`config.mk`:
```
export PLATFORM = sky130hd
export DESIGN_NAME = seg7_display
export DESIGN_NICKNAME = d
export VERILOG_FILES = /design/src/rtl/seg7_pkg.sv /design/src/rtl/seg7_encode.sv /design/src/rtl/seg7_display.sv
export SDC_FILE = /design/constraint.sdc
export NUM_CORES = 1
export LEC_CHECK = 0
export CAP_MARGIN = 15
export CORE_ASPECT_RATIO = 0.6
export CORE_UTILIZATION = 58
export DETAILED_ROUTE_END_ITERATION = 16
export GPL_TIMING_DRIVEN = 0
export HOLD_SLACK_MARGIN = 0.03
export PLACE_DENSITY = 0.79
export SLEW_MARGIN = 10
export SYNTH_ARGS = -nofsm -noshare
export SYNTH_HDL_FRONTEND = slang
export SYNTH_SLANG_ARGS = --single-unit
export TNS_END_PERCENT = 30
```
`constraint.sdc`:
```
create_clock -name i_clk -period 3 [get_ports i_clk]
set_clock_uncertainty 0.05 [all_clocks]
set_input_delay 0.6 -clock i_clk [delete_from_list [all_inputs] [get_ports i_clk]]
set_output_delay 0.6 -clock i_clk [all_outputs]
set_load 0.005 [all_outputs]
```
`src/rtl/seg7_pkg.sv`:
```
// Shared types and constants for the two-digit multiplexed seven-segment driver.
package seg7_pkg;

  typedef enum logic {
    S_UNITS = 1'b0,
    S_TENS  = 1'b1
  } seg7_state_t;

  typedef logic [6:0] seg_t;

  localparam seg_t SEG_BLANK = 7'b1111111;

  // Active-low {g,f,e,d,c,b,a}; entry [n] is the code for digit n.
  localparam logic [9:0][6:0] SEG_CODES = {
    7'b0010000,  // 9
    7'b0000000,  // 8
    7'b1111000,  // 7
    7'b0000010,  // 6
    7'b0010010,  // 5
    7'b0011001,  // 4
    7'b0110000,  // 3
    7'b0100100,  // 2
    7'b1111001,  // 1
    7'b1000000   // 0
  };

endpackage

```
`src/rtl/seg7_encode.sv`:
```
// Decimal digit to active-low segment pattern; blank or any non-decimal digit gives all segments off.
module seg7_encode
  import seg7_pkg::*;
(
  input  logic [3:0] digit,
  input  logic       blank,
  output seg_t       seg
);

  always_comb begin
    seg = SEG_BLANK;
    if (!blank && (digit <= 4'd9)) seg = SEG_CODES[digit];
  end

endmodule

```
`src/rtl/seg7_display.sv`:
```
// Two-digit multiplexed seven-segment driver with per-frame input latch and pause blink.
// state   | meaning
// S_UNITS | units digit slot, o_an = 10
// S_TENS  | tens digit slot, o_an = 01 (or dark when leading zero is blanked)
module seg7_display
  import seg7_pkg::*;
#(
  parameter int RefreshDiv       = 50000,
  parameter int BlinkFrames      = 64,
  parameter bit LeadingZeroBlank = 1'b1
) (
  input  logic       i_clk,
  input  logic       i_reset,
  input  logic [4:0] i_data,
  input  logic       i_pause,
  output logic [6:0] o_seg,
  output logic [1:0] o_an,
  output logic       o_frame
);

  localparam int PW = $clog2(RefreshDiv);
  localparam logic [PW-1:0] PRE_LAST = PW'(RefreshDiv - 1);
  localparam int BW = (BlinkFrames > 1) ? $clog2(BlinkFrames) : 1;
  localparam logic [BW-1:0] BLINK_LAST = BW'(BlinkFrames - 1);

  logic [PW-1:0] pre_cnt;
  logic          tick;
  logic          latch;
  seg7_state_t   state, state_nxt;
  logic [4:0]    shadow_data;
  logic          shadow_pause;
  logic [BW-1:0] blink_cnt;
  logic          phase;
  logic [1:0]    tens;
  logic [3:0]    units;
  logic          dark;
  logic          blank_lz;
  logic [3:0]    digit;
  logic          enc_blank;
  logic [1:0]    an_nxt;
  seg_t          seg_nxt;

  assign tick  = (pre_cnt == PRE_LAST);
  assign latch = tick && (state == S_TENS);

  always_ff @(posedge i_clk or posedge i_reset) begin
    if (i_reset)   pre_cnt <= '0;
    else if (tick) pre_cnt <= '0;
    else           pre_cnt <= pre_cnt + 1'b1;
  end

  always_ff @(posedge i_clk or posedge i_reset) begin
    if (i_reset) state <= S_UNITS;
    else         state <= state_nxt;
  end

  always_comb begin
    state_nxt = state;
    if (tick) state_nxt = (state == S_UNITS) ? S_TENS : S_UNITS;
  end

  // Blink counter only runs across consecutive paused frames; an unpaused latch restarts it visible.
  always_ff @(posedge i_clk or posedge i_reset) begin
    if (i_reset) begin
      shadow_data  <= '0;
      shadow_pause <= 1'b0;
      blink_cnt    <= '0;
      phase        <= 1'b0;
    end else if (latch) begin
      shadow_data  <= i_data;
      shadow_pause <= i_pause;
      if (!i_pause) begin
        blink_cnt <= '0;
        phase     <= 1'b0;
      end else if (shadow_pause) begin
        if (blink_cnt == BLINK_LAST) begin
          blink_cnt <= '0;
          phase     <= ~phase;
        end else begin
          blink_cnt <= blink_cnt + 1'b1;
        end
      end
    end
  end

  always_comb begin
    if (shadow_data >= 5'd30) begin
      tens  = 2'd3;
      units = 4'(shadow_data - 5'd30);
    end else if (shadow_data >= 5'd20) begin
      tens  = 2'd2;
      units = 4'(shadow_data - 5'd20);
    end else if (shadow_data >= 5'd10) begin
      tens  = 2'd1;
      units = 4'(shadow_data - 5'd10);
    end else begin
      tens  = 2'd0;
      units = shadow_data[3:0];
    end
  end

  assign dark     = shadow_pause && phase;
  assign blank_lz = LeadingZeroBlank && (tens == 2'd0);

  always_comb begin
    digit     = units;
    enc_blank = dark;
    an_nxt    = 2'b10;
    if (state == S_TENS) begin
      digit     = {2'b00, tens};
      enc_blank = dark || blank_lz;
      an_nxt    = 2'b01;
    end
    if (enc_blank) an_nxt = 2'b11;
  end

  seg7_encode u_encode (
    .digit (digit),
    .blank (enc_blank),
    .seg   (seg_nxt)
  );

  always_ff @(posedge i_clk or posedge i_reset) begin
    if (i_reset) begin
      o_an    <= 2'b11;
      o_seg   <= SEG_BLANK;
      o_frame <= 1'b0;
    end else begin
      o_an    <= an_nxt;
      o_seg   <= seg_nxt;
      o_frame <= latch;
    end
  end

endmodule

```
==> reports/qor.yml <==
status:
  status: "finished clean"
clocking:
  numCtsBuffers: 5
  ctsHoldBuffers: 0
  cts_sinks: 40
  cts_root_buffer: "clkbuf_8"
  cts.reportedPaths.clkPinSlew_ns: 0.08
  worstSkewPairLatency_ns: 0.29
  clockBufferDepth: 2
  cts_tree: "yes"
  htreeDepth: 2
synth:
  synth-edff-count: 0
  synth_seq_cells: 40
  yosysWarnings: 0
  async_flop_share: 1.00
  ys.flop_type: "dfrtp_1"
  synthCells: 233
  syn_nets: 254
  syn_avg_cell_area_sq_um: 9.71
  yosysSeqAreaShare: 0.447
  synthDistinctLibCells: 54
  syn_area_sq_um: 2260
worst_setup_path:
  critical-path-max-stage-delay_ns: 0.45
  crit_path_start_kind: "flop"
  cp_data_required_time_ns: 3.18
  cp_cell_sequence: "inv_1 -> ha_1 -> nor2b_1 -> o31ai_1 -> nand4_1 -> a22oi_1 -> ha_1 -> or2_2 -> a211oi_2 -> nand3b_1 -> a21bo_2"
  arrival_ns: 3.05
  critPathMostFrequentCell: "ha_1"
  critPathMaxFanout: 6
  cp_top_family: "compound AO/OA/AOI/OAI gates"
  crit_slowest_cell: "dfrtp_1"
  critPathBufInv: 1
  critPathKind: "flop to flop"
  endpoint_kind: "flop"
floorplanning:
  start_util: 0.611
  die_height_um: 50.4
  coreArea_sq_um: 3700
  num_rows: 17
  dieArea_sq_um: 4160
  die_w_um: 82.6
  ioPinCount: 18
routing:
  via_per_inst: 5.82
  avgRoutedWirePerCell_um: 14.4
  drc: 0
  wl_met1_mm: 2.27
  drtPass1Iterations: 4
  vias: 1782
  routed-wl-met3_um: 170
  postRouteAntennaNets: 0
  top_layer: "met4"
  wirelength_mm: 4.41
  drtIter0Drc: 55
  wl_met2_mm: 1.91
run:
  cap_viol_max_count: 0
final_layout:
  antenna_cells: 0
  drive_gt1_frac: 0.143
  fin_util: 0.706
  area_growth_pct: 15.5
  stdcell_count: 306
  nNetsFinal: 279
timing:
  period_share: 0.958
  slew_violations: 0
  fmax_mhz: 348
  setup_viol: 0
  max_slew.worst_pin.slew_ns: 0.689
  worst_slack_ns: 0.127
  period_needed_ns: 2.87
  slew_headroom: 0.541
  finalHoldViolCount: 0
placed_design:
  io_buffers: 17
  hpwl_mm: 3.11
  gp_congestion: 0.911
  dp.cells: 298
  place_worst_setup_slack_ns: -0.114
global_route:
  grt_max_degree: 32
  grt_pass1_wl_mm: 7.36
  antenna_found_initial: 0
  grt_pass1_vias: 1610
  grt-ovfl-total: 0
  grt_use_total: 0.239
pwr:
  p_clk_frac: 0.383
  swShare: 0.225
  power.internal_mw: 0.709
  netSwitchingPower_mw: 0.206
  pwr-share-comb: 0.028
  power_density_nw_per_um2: 350
  power.total_mw: 0.915
  total_leakage_power_nw: 1.18
  power_frac_seq: 0.589
  ir_drop_uv: 312
worst_hold_path:
  min_path_type: "flop to flop"
-- flip-flops by register name, summed over array words and instances (netlist names) --
name,flops
phase,1
state,1
blink_cnt,6
shadow_pause,1
o_frame,1
o_seg,7
pre_cnt,16
o_an,2
shadow_data,5
-- power groups by stage --
stage | Sequential, mW | Clock [mW] | Combinational (mW)
final | 0.539 | 0.350 | 0.0257
after global placement | 0.550 | 0 | 0.0231
after global routing | 0.539 | 0.378 | 0.0294
after detailed placement | 0.550 | 0 | 0.0268
after floorplan | 0.550 | 0 | 0.0104
after CTS | 0.539 | 0.354 | 0.0268
-- cells in the mapped netlist, types with 3 or more instances --
master | instances | area (sq um)
dfrtp_1 | 31 | 776
nand2_1 | 23 | 86.3
nor2_1 | 22 | 82.6
nand3_1 | 16 | 80.1
ha_1 | 13 | 163
inv_1 | 13 | 48.8
o21ai_0 | 12 | 60.1
xor2_1 | 11 | 96.3
dfstp_2 | 9 | 236
nor2b_1 | 6 | 37.5
nand4_1 | 5 | 31.3
xnor2_1 | 5 | 43.8
a21oi_1 | 4 | 20.0
and3_1 | 3 | 18.8
nand2b_1 | 3 | 18.8
o2111ai_1 | 3 | 26.3
o21ai_1 | 3 | 15.0
o31ai_1 | 3 | 22.5
or2_2 | 3 | 18.8
-- worst paths after layout --
path	startpoint	endpoint	slack, ns	cells past startpoint
max	shadow_data[1]	o_seg[4]	0.13	11
min	blink_cnt[5]	blink_cnt[5]	0.43	1
max reg2reg	shadow_data[1]	o_seg[4]	0.13	11
min reg2reg	blink_cnt[5]	blink_cnt[5]	0.43	1
max in group asynchronous	i_reset	o_seg[4]	1.91	3
min in group asynchronous	i_reset	pre_cnt[14]	0.49	2
-- area by class of cell --
class,instances,area (sq um)
multi-input cells,176,1200
fillers,302,1090
flip-flops and latches,40,1010
repair buffers,18,190
clock buffers,5,68.8
well taps,47,58.8
inverters,13,48.8
plain buffers,4,21.3
clock inverters,3,13.8
-- kinds of logic (layout without fill, tap and decap cells) --
| logic type | Yosys count | in the layout | synth area share |
|---|---|---|---|
| DFF | 40 | 40 | 0.447 |
| buffers and inverters | 17 | 43 | 0.0310 |
| and+or+nand+nor | 102 | 102 | 0.244 |
| xor gates and xnor gates | 16 | 16 | 0.0619 |
| muxes | 1 | 1 | 0.00498 |
| adders and majority gates | 13 | 13 | 0.0719 |
| AOI/OAI and AO/OA | 44 | 44 | 0.138 |
-- what timing repair did --
action / 4_1_cts / 5_1_grt
endpoints found under the setup margin: 3 / 3
resized for setup: 2 / 3
setup buffers: 0 / 0
-- layer usage --
layer	vias up	global-route usage
li1	872	-
met5	-	0
met1	861	0.356
met4	0	0.0805
met3	10	0.0600
met2	39	0.336
-- per-stage QoR --
stage / hold slack, ns / setup TNS [ns] / area [sq um]
floorplan: 0.396 / 0 / 2260
global placement: 0.424 / -0.131 / 2490
detailed placement: 0.420 / -0.241 / 2510
CTS: 0.432 / 0 / 2600
global route: 0.436 / -0.0308 / 2610
finish: 0.434 / 0 / 2610
-- cells in the final DEF, fill, tap and decap left out, types with 6 or more instances in the layout --
cell type and instances:
inv_1 12, ha_1 13, clkdlybuf4s50_1 17, xor2_1 11
dfstp_2 9, dfrtp_1 31, nand2_1 23, o21ai_0 11
nor2b_1 6, nor2_1 22, nand3_1 16
Note: power is estimated with default switching activity, not from simulation.
==> RTL change 1 (same settings) <==
Set the parameter `LeadingZeroBlank` to 1'b0 (it was 1'b1).
--- a/src/rtl/seg7_display.sv
+++ b/src/rtl/seg7_display.sv
@@ -7,7 +7,7 @@
 #(
   parameter int RefreshDiv       = 50000,
   parameter int BlinkFrames      = 64,
-  parameter bit LeadingZeroBlank = 1'b1
+  parameter bit LeadingZeroBlank = 1'b0
 ) (
   input  logic       i_clk,
   input  logic       i_reset,
Behaviour: no difference found for any inputs over 10 cycles, from zero or initial values and one cycle with i_reset high; that may be too few to reach the edited logic, so the function may still have changed.
==> RTL change 1 against the original RTL <==
- setup slack better by 0.19 ns
- global-route usage up 2.7 points
- routed wire length up 5.6%
- total power up 9.2%
- area after synthesis down 1.3%
- largest power group unchanged
- cell area down 1.3%
- first-iteration DRC count up 130%
- die area down 1.2%
- critical endpoint is now o_seg[6]$_DFF_PP1_
- critical path depth down 4
- sequential cell count unchanged
- via count up 2.7%
- synthesized cell count up 1.7%
- largest cell class unchanged
- count of clock-buffer cells in the layout unchanged
==> RTL change 1: results (changes against the original RTL) <==
sequential share of the synthesized area - 45.3% (+0.58 points)
Worst IR Drop VDD - 0.239 mV (-23%)
Synth Net Count - 252 (-0.79%)
synth top area cells - dfrtp_1 (35%), dfstp_2 (11%), nand2_1 (5.7%)
vias in the first global route - 1676 (+4.1%)
Arr. time, crit path - 2.84 ns (-0.21 ns)
DR pass1 iterations - 5 (+1)
antenna violations before repair - 0 (unchanged)
fill count - 290 (-4.0%)
share of cells above drive strength 1 - 10.7% (-3.6 points)
wire length per cell - 15.1 um (+4.6%)
RD Place Congestion - 0.962 (+5.6%)
drt first-iter violations - 124 (+130%)
ANT cells - 0 (unchanged)
Crit. Startpoint - shadow_data[2]$_DFFE_PP0P_
via count - 1831 (+2.7%)
share of async-settable or async-resettable flops after synthesis - 100% (unchanged)
Slew Limit Headroom - 47.1% (-7.0 points)
CP top delay family - compound AO/OA/AOI/OAI gates
post-synthesis cell type count - 53 (-1.9%)
Root Buffer - clkbuf_8
status - finished clean
Clock Path Buffers - 2 (unchanged)
EDFF count, synth - 0 (unchanged)
hpwl dp - 3380 um (+8.5%)
placed cells - 301 (+1.0%)
NumNets Final - 276 (-1.1%)
Global Route Usage Sum - 26.6% (+2.7 points)
Yosys Warn Count - 0 (unchanged)
first-pass GRT wire length - 8090 um (+9.8%)
most numerous cell in the Yosys netlist - nand2_1
slowest stage delay, CP - 0.50 ns (+0.05 ns)
top cells by count, synth - nand2_1 (34), dfrtp_1 (31), nor2_1 (20)
clk slew on worst S/H paths - 0.08 ns (about the same)
Cells after Synth - 237 (+1.7%)
largest net degree at the start of global routing - 41 (+28%)
Leakage - 1.12 nW (-4.9%)
vias per inst - 5.93 (+1.8%)
largest fanout on the critical path - 10 (+4)
RTL change 1: kinds of logic (layout without fill, tap and decap cells):
logic type	Yosys count	in the layout	synth area share [%]
compound gates	55	55	17.6
simple gates	105	105	24.4
fa+ha+maj	7	7	3.92
mux	2	2	0.896
flops	40	40	45.3
xor+xnor	14	14	5.49
buf+inv	14	39	2.35
RTL change 1: final timing paths:
check / to / depth (start not counted) / slack [ns]
min in group asynchronous: pre_cnt[4]$_DFF_PP0_ / 2 / 0.72
min: blink_cnt[5]$_DFFE_PP0P_ / 1 / 0.44
max in group asynchronous: pre_cnt[14]$_DFF_PP0_ / 2 / 1.67
max: o_seg[6]$_DFF_PP1_ / 7 / 0.32
max reg2reg: o_seg[6]$_DFF_PP1_ / 7 / 0.32
min reg2reg: blink_cnt[5]$_DFFE_PP0P_ / 1 / 0.44
RTL change 1: timing repair:
item                                    in CTS  in global routing
endpoints found under the hold margin        0                  0
setup buffers                                0                  0
resized for setup                            0                  1
endpoints found under the setup margin       0                  2
RTL change 1: power by group:
group	switching [mW]	leakage, nW	total (mW)	internal (mW)
Combinational	0.0135	0.597	0.0223	0.00878
Sequential	0.000000000000000188	0.471	0.539	0.539
Clock	0.191	0.0541	0.437	0.246
RTL change 1: routing by layer:
metal  track usage (%)  wire [um]
met1              41.8       2440
met2              35.7       1870
met3              6.30        314
met4              7.02         43
met5                 0          0
RTL change 1: layout make-up:
cell class                 count  area, sq um  area share (%)
buffer                         6         22.5           0.873
clock buffer                   5         68.8            2.67
clock inverter                 3         42.5            1.65
inverter                       8         30.0            1.16
multi-input combinational    183         1170            45.5
sequential                    40         1010            39.2
tap                           47         58.8            2.28
timing repair buffer          17          170            6.60
RTL change 1: stage by stage:
step                      total power [mW]  hold slack (ns)  setup slack [ns]  cell area, sq um  utilization, %
final                                0.999            0.439             0.318              2580            70.1
after global routing                  1.03            0.465            0.0730              2580            70.1
after CTS                             1.01            0.441             0.256              2570            69.9
after detailed placement             0.573            0.430             0.274              2460            66.9
after global placement               0.573            0.426             0.318              2460            66.9
after floorplan                      0.559            0.403             0.623              2230               -
==> RTL change 2 (same flow settings) <==
Without the edit above. Reset style: synchronous (`i_reset`), changed in 4 clocked blocks.
--- a/src/rtl/seg7_display.sv
+++ b/src/rtl/seg7_display.sv
@@ -43,13 +43,13 @@
   assign tick  = (pre_cnt == PRE_LAST);
   assign latch = tick && (state == S_TENS);
 
-  always_ff @(posedge i_clk or posedge i_reset) begin
+  always_ff @(posedge i_clk) begin
     if (i_reset)   pre_cnt <= '0;
     else if (tick) pre_cnt <= '0;
     else           pre_cnt <= pre_cnt + 1'b1;
   end
 
-  always_ff @(posedge i_clk or posedge i_reset) begin
+  always_ff @(posedge i_clk) begin
     if (i_reset) state <= S_UNITS;
     else         state <= state_nxt;
   end
@@ -60,7 +60,7 @@
   end
 
   // Blink counter only runs across consecutive paused frames; an unpaused latch restarts it visible.
-  always_ff @(posedge i_clk or posedge i_reset) begin
+  always_ff @(posedge i_clk) begin
     if (i_reset) begin
       shadow_data  <= '0;
       shadow_pause <= 1'b0;
@@ -120,7 +120,7 @@
     .seg   (seg_nxt)
   );
 
-  always_ff @(posedge i_clk or posedge i_reset) begin
+  always_ff @(posedge i_clk) begin
     if (i_reset) begin
       o_an    <= 2'b11;
       o_seg   <= SEG_BLANK;
Behaviour: differs if i_reset is asserted again (counterexample within 4 cycles, from zero or initial values and one cycle with i_reset high); with i_reset held inactive, the same outputs for 10 cycles.
==> RTL change 2 against the original RTL <==
- setup slack improved by 0.16 ns
- die area fell by 7.4%
- total power rose by 1.4%
- routed wire length fell by 1.3%
- sequential cell count did not move
- cell area fell by 8.3%
- non-clock buffer count rose by 4
- area after synthesis fell by 7.7%
- critical path depth fell by 2
- largest power group unchanged
- highest routed layer unchanged
==> RTL change 2: results (changes against the original RTL) <==
drt first-iter violations - 141 (+160%)
RD Place Congestion - 0.827 (-9.1%)
Crit. Startpoint - shadow_data[1]$_SDFFE_PP0P_
slowest stage delay, CP - 0.40 ns (-0.05 ns)
first-pass GRT wire length - 7760 um (+5.3%)
Synth Net Count - 262 (+3.1%)
share of async-settable or async-resettable flops after synthesis - 0% (-100 points)
via count - 1729 (-3.0%)
worst r2r src - shadow_data[1]$_SDFFE_PP0P_
Adder-Cell Fraction of Synth Area - 7.19% (about the same)
Arr. time, crit path - 2.83 ns (-0.22 ns)
xor-xnor portion of the synthesized cell area - 7.97% (+1.8 points)
hpwl dp - 3190 um (+2.5%)
Post-Route WL - 4360 um (-1.3%)
multi-input logic area - 0.00121 sq mm (+0.73%)
Leakage - 0.878 nW (-26%)
post-synthesis mux area share - 1.02% (+0.52 points)
synth top area cells - dfxtp_1 (38%), ha_1 (7.2%), nor2_1 (6.5%)
status - finished clean
largest net degree at the start of global routing - 12 (-63%)
sequential share of the synthesized area - 38.3% (-6.4 points)
NumNets Final - 286 (+2.5%)
Worst Hold Launch - pre_cnt[0]$_SDFF_PP0_
placed standard-cell area - 0.00231 sq mm (-7.8%)
Slew Limit Headroom - 63.4% (+9.3 points)
Worst IR Drop VDD - 0.316 mV (+1.4%)
RTL change 2: area by class of cell:
class	instances	share of cell area [%]
clock buffer	6	3.03
sequential	40	33.4
buffer	9	2.04
multi-input combinational	184	50.4
timing repair buffer	17	7.10
inverter	9	1.41
clock inverter	1	0.209
tap	45	2.35
RTL change 2: cells by family after synthesis:
group                      after synthesis
and+or+nand+nor                        114
DFF                                     40
AOI/OAI and AO/OA                       37
xor gates and xnor gates                19
buffers and inverters                   18
adders and majority gates               12
muxes                                    2
RTL change 2: per-stage QoR:
stage,setup slack [ns],cells
finish,0.288,311
global route,0.128,311
CTS,0.309,311
detailed placement,0.348,304
global placement,0.337,304
floorplan,0.591,242
RTL change 2: repair_timing:
action,in CTS,in global routing
setup endpoints to repair,0,1
resized for setup,0,1
hold buffers,0,0
RTL change 2: final timing paths:
path	cells past startpoint	slack [ns]	end
min reg2reg	1	0.42	pre_cnt[0]$_SDFF_PP0_
max	9	0.29	o_seg[0]$_SDFF_PP1_
max reg2reg	9	0.29	o_seg[0]$_SDFF_PP1_
min	1	0.42	pre_cnt[0]$_SDFF_PP0_
RTL change 2: power groups by stage:
stage / combinational [mW] / clock [mW] / sequential, mW
floorplan: 0.0156 / 0 / 0.556
detailed placement: 0.0415 / 0 / 0.556
global placement: 0.0406 / 0 / 0.556
finish: 0.0418 / 0.342 / 0.544
CTS: 0.0419 / 0.344 / 0.544
global route: 0.0463 / 0.366 / 0.545
RTL change 2: routing by layer:
metal  share of wire [%]  vias up  global-route usage (%)
met1                  55      789                    40.0
met3                 5.4        8                    5.66
met4                 1.2        0                    7.27
met2                  38       43                    35.6
li1                    -      889                       -
met5                   0        -                       0
RTL change 2: worst max-delay path: cells and delay by family, from the launching register on:
kind | cells | cell delay [ns]
AND/OR/NAND/NOR | 5 | 1.00
adder cells (fa/ha/maj) | 2 | 0.60
AO/OA/AOI/OAI | 2 | 0.53
flip-flops | 1 | 0.40
